**config.mk**
```make
export PLATFORM = sky130hd
export DESIGN_NAME = fwd_scoreboard
export DESIGN_NICKNAME = d
export VERILOG_FILES = /design/src/rtl/fwd_scoreboard.sv
export SDC_FILE = /design/constraint.sdc
export NUM_CORES = 1
export LEC_CHECK = 0
export BUFFER_PORTS_ARGS = -buffer_cell sky130_fd_sc_hd__buf_2
export CORE_MARGIN = 2
export CORE_UTILIZATION = 47
export CTS_CLUSTER_SIZE = 12
export DETAILED_ROUTE_END_ITERATION = 16
export GPL_ROUTABILITY_DRIVEN = 0
export PLACE_DENSITY_LB_ADDON = 0.12
export SLEW_MARGIN = 15
export SYNTH_ARGS = -nofsm -noshare
export SYNTH_HDL_FRONTEND = slang
export SYNTH_SLANG_ARGS = --single-unit
```
**constraint.sdc**
```tcl
create_clock -name clk -period 3.4 [get_ports clk]
set_input_delay 0.34 -clock clk [delete_from_list [all_inputs] [get_ports clk]]
set_output_delay 0.34 -clock clk [all_outputs]
set_load 0.02 [all_outputs]
```
**src/rtl/fwd_scoreboard.sv**
```systemverilog
// Forwarding, hazard detection and long-latency register scoreboard with stall watchdog.
// Optional stall performance counter is built when FWD_PERF_CNT_EN is defined.
module fwd_scoreboard #(
    parameter int XLEN      = 32,
    parameter int NREG      = 32,
    parameter int RAW       = 5,
    parameter int NSRC      = 2,
    parameter int NSTAGE    = 3,
    parameter int MAX_STALL = 255
) (
    input  logic                   clk,
    input  logic                   rst,
    input  logic                   id_valid,
    input  logic [NSRC*RAW-1:0]    id_rs,
    input  logic [NSTAGE-1:0]      st_valid,
    input  logic [NSTAGE-1:0]      st_wen,
    input  logic [NSTAGE-1:0]      st_ready,
    input  logic [NSTAGE*RAW-1:0]  st_rd,
    input  logic [NSTAGE*XLEN-1:0] st_dat,
    input  logic                   lat_issue,
    input  logic [RAW-1:0]         lat_issue_rd,
    input  logic                   lat_done,
    input  logic [RAW-1:0]         lat_done_rd,
    input  logic                   flush,
    output logic [NSRC-1:0]        fwd,
    output logic [NSRC*XLEN-1:0]   fwd_dat,
    output logic                   stall,
    output logic [NREG-1:0]        sb_pending,
    output logic                   sb_err,
    output logic                   stall_timeout,
    output logic [31:0]            stall_cycles
);

    localparam logic [15:0] MAX_CNT = 16'(MAX_STALL);

    logic [NREG-1:0] sb_pending_reg, sb_pending_next;
    logic [NREG-1:0] pend_eff;
    logic            sb_err_reg, sb_err_next;
    logic [15:0]     stall_cnt_reg, stall_cnt_next;
    logic            stall_timeout_reg, stall_timeout_next;
    logic [NSRC-1:0] hazard;

    // The scoreboard reads as empty while reset is asserted.
    assign pend_eff = rst ? '0 : sb_pending_reg;

    generate
        for (genvar gi = 0; gi < NSRC; gi++) begin : g_src
            logic [RAW-1:0]  rs;
            logic            nz;
            logic            hit;
            logic            rdy;
            logic [XLEN-1:0] dat;

            assign rs = id_rs[gi*RAW +: RAW];
            assign nz = (rs != '0);

            // Scan oldest to youngest so the youngest matching stage wins.
            always_comb begin
                hit = 1'b0;
                rdy = 1'b0;
                dat = '0;
                for (int i = NSTAGE - 1; i >= 0; i--) begin
                    if (st_valid[i] && st_wen[i] && (st_rd[i*RAW +: RAW] == rs)) begin
                        hit = 1'b1;
                        rdy = st_ready[i];
                        dat = st_dat[i*XLEN +: XLEN];
                    end
                end
            end

            assign fwd[gi]                   = nz & hit & rdy;
            assign fwd_dat[gi*XLEN +: XLEN]  = fwd[gi] ? dat : '0;
            assign hazard[gi]                = nz & (hit ? ~rdy : pend_eff[rs]);
        end
    endgenerate

    assign stall = id_valid & (|hazard) & ~flush;

    always_comb begin
        sb_pending_next = flush ? '0 : sb_pending_reg;
        if (!flush && lat_done) begin
            sb_pending_next[lat_done_rd] = 1'b0;
        end
        sb_err_next = sb_err_reg;
        // Issue is applied after clear, so a same-cycle done/issue pair leaves the bit set.
        if (lat_issue && (lat_issue_rd != '0)) begin
            if (sb_pending_next[lat_issue_rd]) begin
                sb_err_next = 1'b1;
            end
            sb_pending_next[lat_issue_rd] = 1'b1;
        end

        stall_cnt_next = '0;
        if (stall) begin
            stall_cnt_next = (stall_cnt_reg >= MAX_CNT) ? stall_cnt_reg : stall_cnt_reg + 16'd1;
        end
        stall_timeout_next = stall_timeout_reg | (stall_cnt_next == MAX_CNT);
    end

    always_ff @(posedge clk) begin
        if (rst) begin
            sb_pending_reg    <= '0;
            sb_err_reg        <= 1'b0;
            stall_cnt_reg     <= '0;
            stall_timeout_reg <= 1'b0;
        end else begin
            sb_pending_reg    <= sb_pending_next;
            sb_err_reg        <= sb_err_next;
            stall_cnt_reg     <= stall_cnt_next;
            stall_timeout_reg <= stall_timeout_next;
        end
    end

    assign sb_pending    = sb_pending_reg;
    assign sb_err        = sb_err_reg;
    assign stall_timeout = stall_timeout_reg;

`ifdef FWD_PERF_CNT_EN
    logic [31:0] perf_cnt_reg;

    // Counts every stalled cycle since reset; flush does not clear it.
    always_ff @(posedge clk) begin
        if (rst) begin
            perf_cnt_reg <= '0;
        end else if (stall) begin
            perf_cnt_reg <= perf_cnt_reg + 32'd1;
        end
    end

    assign stall_cycles = perf_cnt_reg;
`else
    assign stall_cycles = '0;
`endif

endmodule

```
Yosys cells after proc, flatten, opt, wreduce, memory -nomap -nowiden:

Index checks and enable logic that the tools add are counted.

* output and inout port bits: 133
* bits in registers: 50
* input bits: 146

* $lt $le $gt $ge: 7
* bitwise gates (word level): 15
* eq/ne operators: 7
* add/subtract/negate cells: 1
* reduce and logical (&&, ||, !) cells: 19
* multiplexer cells: 38

Operators by type and width (number)
* $mux 32: 12
* $and 32x32->32: 1
* $mux 16: 2
* $not 32->32: 1
* $or 32x32->32: 1
* $eq 5x5->1: 6
* $lt 5x6->1 const B: 4
* $mux 1: 19
* $add 16x1->16 const B: 1
* $eq 16x8->1 const B: 1
* $ge 16x8->1 const B: 1
* $bmux 1 s5: 3
* $reduce_bool 5->1: 3
* $logic_and 1x1->1: 13
* $demux 1 s5: 2
* $ge 5x1->1 const B: 2
* $and 1x1->1: 8
* $not 1->1: 3
* $reduce_and 2->1: 1
* $reduce_or 2->1: 1
* $logic_not 1->1: 1
* $or 1x1->1: 1

Longest topological paths before layout:

* depth in word-level cells: 14
* depth in mapped cells: 11

Least setup slack after synthesis:

No wires, ideal clock.

* path type: input -> output
* start: input id_rs[7]
* end: output stall
* data arrival time: 2424 ps
* data required time: 3060 ps
* path slack: 636 ps
* stages: 9
* path through: buf_2 > xnor2_1 > nand4_1 > nor3_2 > mux2_2 > mux2_2 > nand4b_2 > buf_4 > nand2_1

* word-level cells in the longest chain between the ends: 11

Ends and longest elaborated chain
* from (decl): RTL line 14 `input logic [NSRC*RAW-1:0] id_rs,`
* $eq 5x5->1: RTL line 63 `if (st_valid[i] && st_wen[i] && (st_rd[i*RAW +: RAW] == rs)) begin`
* $logic_and 1x1->1: RTL line 63
* $mux 1 (3 in series): RTL line 63
* $not 1->1: RTL line 73 `assign hazard[gi] = nz & (hit ? ~rdy : pend_eff[rs]);`
* $mux 1: RTL line 73
* $and 1x1->1 (*): RTL line 73
* $reduce_or 2->1 (*): RTL line 77 `assign stall = id_valid & (|hazard) & ~flush;`
* $and 1x1->1 (*) (2 in series): RTL line 77
* to (decl): RTL line 27 `output logic stall,`

Every way passes the cells marked *; elsewhere a longest branch is shown, timed or not. The select of a mux whose other input is x is not followed.

Worst setup path in the final report:

* start: input id_rs[6]
* end: output fwd_dat[40]

* word-level cells in the longest chain between the ends: 8

Ends and longest elaborated chain
* $eq 5x5->1: RTL line 63
* $logic_and 1x1->1: RTL line 63
* $mux 1 (3 in series): RTL line 63
* $and 1x1->1 (2 in series): RTL line 71 `assign fwd[gi] = nz & hit & rdy;`
* $mux 32 (*): RTL line 72 `assign fwd_dat[gi*XLEN +: XLEN] = fwd[gi] ? dat : '0;`
* to (decl): RTL line 26 `output logic [NSRC*XLEN-1:0] fwd_dat,`

Every way passes the cells marked *; elsewhere a longest branch is shown, timed or not.

==> results by group <==
Timing
  – Setup_tns: 0 ns
  – Hold Slack: around 0.45 ns
  – Crit share post-route: 87.45%
  – Worst Max-Slew Pin Slew: 0.8189 ns
  – FMAX: around 340 MHz
  – Relative slew slack: 45.21%
  – Fin Clk Skew: about 0.0099 ns
  – Setup violations, final: 0
  – Max Slew Vio Count: 0
  – Crit path time final: around 3.0 ns
  – Setup ws final: 0.4266 ns
  – RSZ-0062 raised after global routing: no
  – Final Hold Viols: 0

Logic synthesis
  – Yosys warnings: 0
  – Multiplexer area fraction after synthesis: 10.57%
  – Most common flop cell mapped by yosys: dfxtp_1
  – Synthesis-stage register bit count: 50
  – Synth cell types: 56
  – Ys async rst share: 0%
  – Syn Inst Count: ~740
  – Synth Area in XOR/XNOR: 5.982%
  – Syn Area/Cell: 7.499 um2
  – Largest family of logic cells by synthesized area: compound AO/OA/AOI/OAI gates
  – Post-synth EDFFs: 0
  – Synth Area in Compound Gates: 27.48%
  – Seq/Total Area, Yosys: 17.99%
  – Simple-Gate Fraction of Synth Area: 27.21%
  – Synth Area in Adders: 0.2249%
  – Area of the mapped netlist: 5564 um2

Placed design
  – Post-DP Area: 6673 um2
  – Pre-CTS setup slack: slightly below 0.5 ns
  – # port buffers: roughly 250
  – HPWL after DPL: 15.85 mm

Detailed routing
  – Vias per cell: 6.130
  – DRC violations left: 0
  – TritonRoute pass-1 iters: 5
  – Drt total wl: approximately 21 mm
  – Initial DRC count: slightly above 800
  – Antenna-violating nets left: 0
  – Routed len/inst: 19.19 um
  – Vias: 6676

Final layout
  – Most frequent cells in the layout: 246 x buf_2, 80 x nor2_1, 79 x a21oi_1
  – Area grow syn2layout: 23.21%
  – Multi-input gate area: between 4000 and 5000 um2
  – Layout cell share with drive strength beyond 1: 33.37%
  – Register Area: 1001 um2
  – Nets: 1090
  – Largest register FFs: 32
  – # fillers: 1072
  – Commonest non-fill, non-tap cell in the layout: buf_2
  – Post-Layout Inst Area: 6855 um2

Pwr
  – Comb pwr share: about a quarter
  – Pwr/cell area: 230.0 nW/um2
  – Net Sw Frac: between 20% and 30%
  – Sequential Power Share: 37.8%
  – Clock network power share: 38.0%
  – Psw: approximately 0.47 mW
  – Total Power: roughly 1.6 mW
  – VDD IR-drop max: about 200 uV
  – P_int: 1.104 mW
  – Leak: 2.884 nW

CTS
  – Clk sinks: 50
  – CTS tree: done
  – Clk root buf: clkbuf_16
  – H-Tree Depth: 2
  – CTS clk-pin slew, worst paths: 0.06 ns
  – Hold Buf Count CTS: 0
  – CTS-repair resized insts: 0
  – Total CTS buffers: 5
  – Clock buffer depth: 2
  – Clock Latency Late Sink: 0.30 ns
  – Number of setup buffers added after CTS: 0

Global routing
  – First-pass GRT wire length: roughly 32 mm
  – GRT overflow: 0
  – Initial antenna violation count: 2
  – Total GRT Usage: 30.73%
  – Largest net degree at the start of global routing: 63
  – Vias in the first global route: 6170

Critical path
  – Worst-path maximum fanout: 34
  – Worst r2r path cells: 7
  – Crit path arrival time: 2.63 ns
  – CP peak stage delay: 0.41 ns
  – Critical-path cell list: buf_2, xnor2_1, nand4_1, nor3_4, buf_4, nor3_2, buf_4, a22o_1, mux2i_1, nor2_1, buf_2
  – Setup CP Type: input port to primary output
  – Levels on crit path: 11
  – Crit path capture type: primary output
  – Cell at the slowest stage of the critical path: buf_4
  – Setup crit start kind: input port
  – Buffering stage count on the worst path with inverters included: 4
  – Worst path required time: 3.06 ns
  – Largest delay share family, worst path: buffers and inverters

Floorplan
  – I/O Pins: 279
  – Die area: 12730 um2
  – Initial core utilization: 48.52%
  – Die extent in x: 112.8 um
  – Row cnt: 39
  – Core Box Area: 11470 um2
  – Chip height: 112.8 um

Job
  – Number of max-cap violations: 0

Status
  – Status: complete, no violations

Min path
  – Type of the tightest min-delay check: flip-flop to flip-flop
  – Hold depth: 2
==> cell usage after synthesis (all sizes together) (17+ instances only) <==
cell    instances  area (um2)
buf            52       372.9
a211oi         38       285.3
nand2b         30       187.7
a21oi          79       395.4
nor3           32       245.2
a221oi         21       183.9
xor2           17       148.9
nand2          64       240.2
nor2           80       300.3
a22oi          31       232.7
clkbuf         47       176.4
xnor2          21       183.9
dfxtp          50        1001
==> path summary, 6_finish.rpt <==
path | startpoint | end | slack (ns)
worst min-delay path | stall_cnt_reg[15]$_SDFF_PP0_ | stall_cnt_reg[15]$_SDFF_PP0_ | 0.45
worst max-delay path | id_rs[6] | fwd_dat[40] | 0.43
worst min register to register | stall_cnt_reg[15]$_SDFF_PP0_ | stall_cnt_reg[15]$_SDFF_PP0_ | 0.45
worst max register to register | stall_cnt_reg[8]$_SDFF_PP0_ | stall_timeout$_SDFF_PP0_ | 1.19
==> cell type report <==
class | count | area share, %
Multi-Input combinational cell | 615 | 59.92
Timing Repair Buffer | 262 | 19.71
Sequential cell | 50 | 14.60
Tap cell | 143 | 2.610
Clock buffer | 6 | 2.026
Clock inverter | 2 | 0.5658
Inverter | 9 | 0.4928
Antenna cell | 2 | 0.07301
==> power groups by stage <==
stage          logic, mW  clock network (mW)  registers [mW]
2_1_floorplan      0.239                   0           0.612
3_3_place_gp       0.367                   0           0.609
3_5_place_dp       0.372                   0           0.609
4_1_cts            0.374               0.600           0.596
5_1_grt            0.410               0.628           0.596
6_report           0.382               0.599           0.596
==> cell families after synthesis <==
logic type | after synthesis
flip-flops | 50
buffers and inverters | 108
multiplexers | 38
XOR/XNOR | 38
AND/OR/NAND/NOR | 282
adder cells (fa/ha/maj) | 1
other | 1
AO/OA/AOI/OAI | 224
==> metrics by stage <==
stage,cells,util [%]
2_1_floorplan,773,-
3_3_place_gp,1079,58.19
3_5_place_dp,1079,58.19
4_1_cts,1087,59.74
5_1_grt,1089,59.78
6_report,1089,59.78
==> metal layers <==
layer | global-route usage [%] | vias up | wire [um]
li1 | - | 3077 | -
met1 | 40.07 | 3150 | 8392
met2 | 51.70 | 396 | 10160
met3 | 4.017 | 53 | 1622
met4 | 12.11 | 0 | 720
met5 | 0 | - | 0
==> worst reg2reg max path, delay by kind of cell, from the launching register on <==
| family | cells | cell delay, ns |
|---|---|---|
| AO/OA/AOI/OAI | 2 | 0.37 |
| XOR/XNOR | 1 | 0.18 |
| flip-flops | 1 | 0.31 |
| AND/OR/NAND/NOR | 4 | 1.26 |
(Power assumes the default switching activity.)
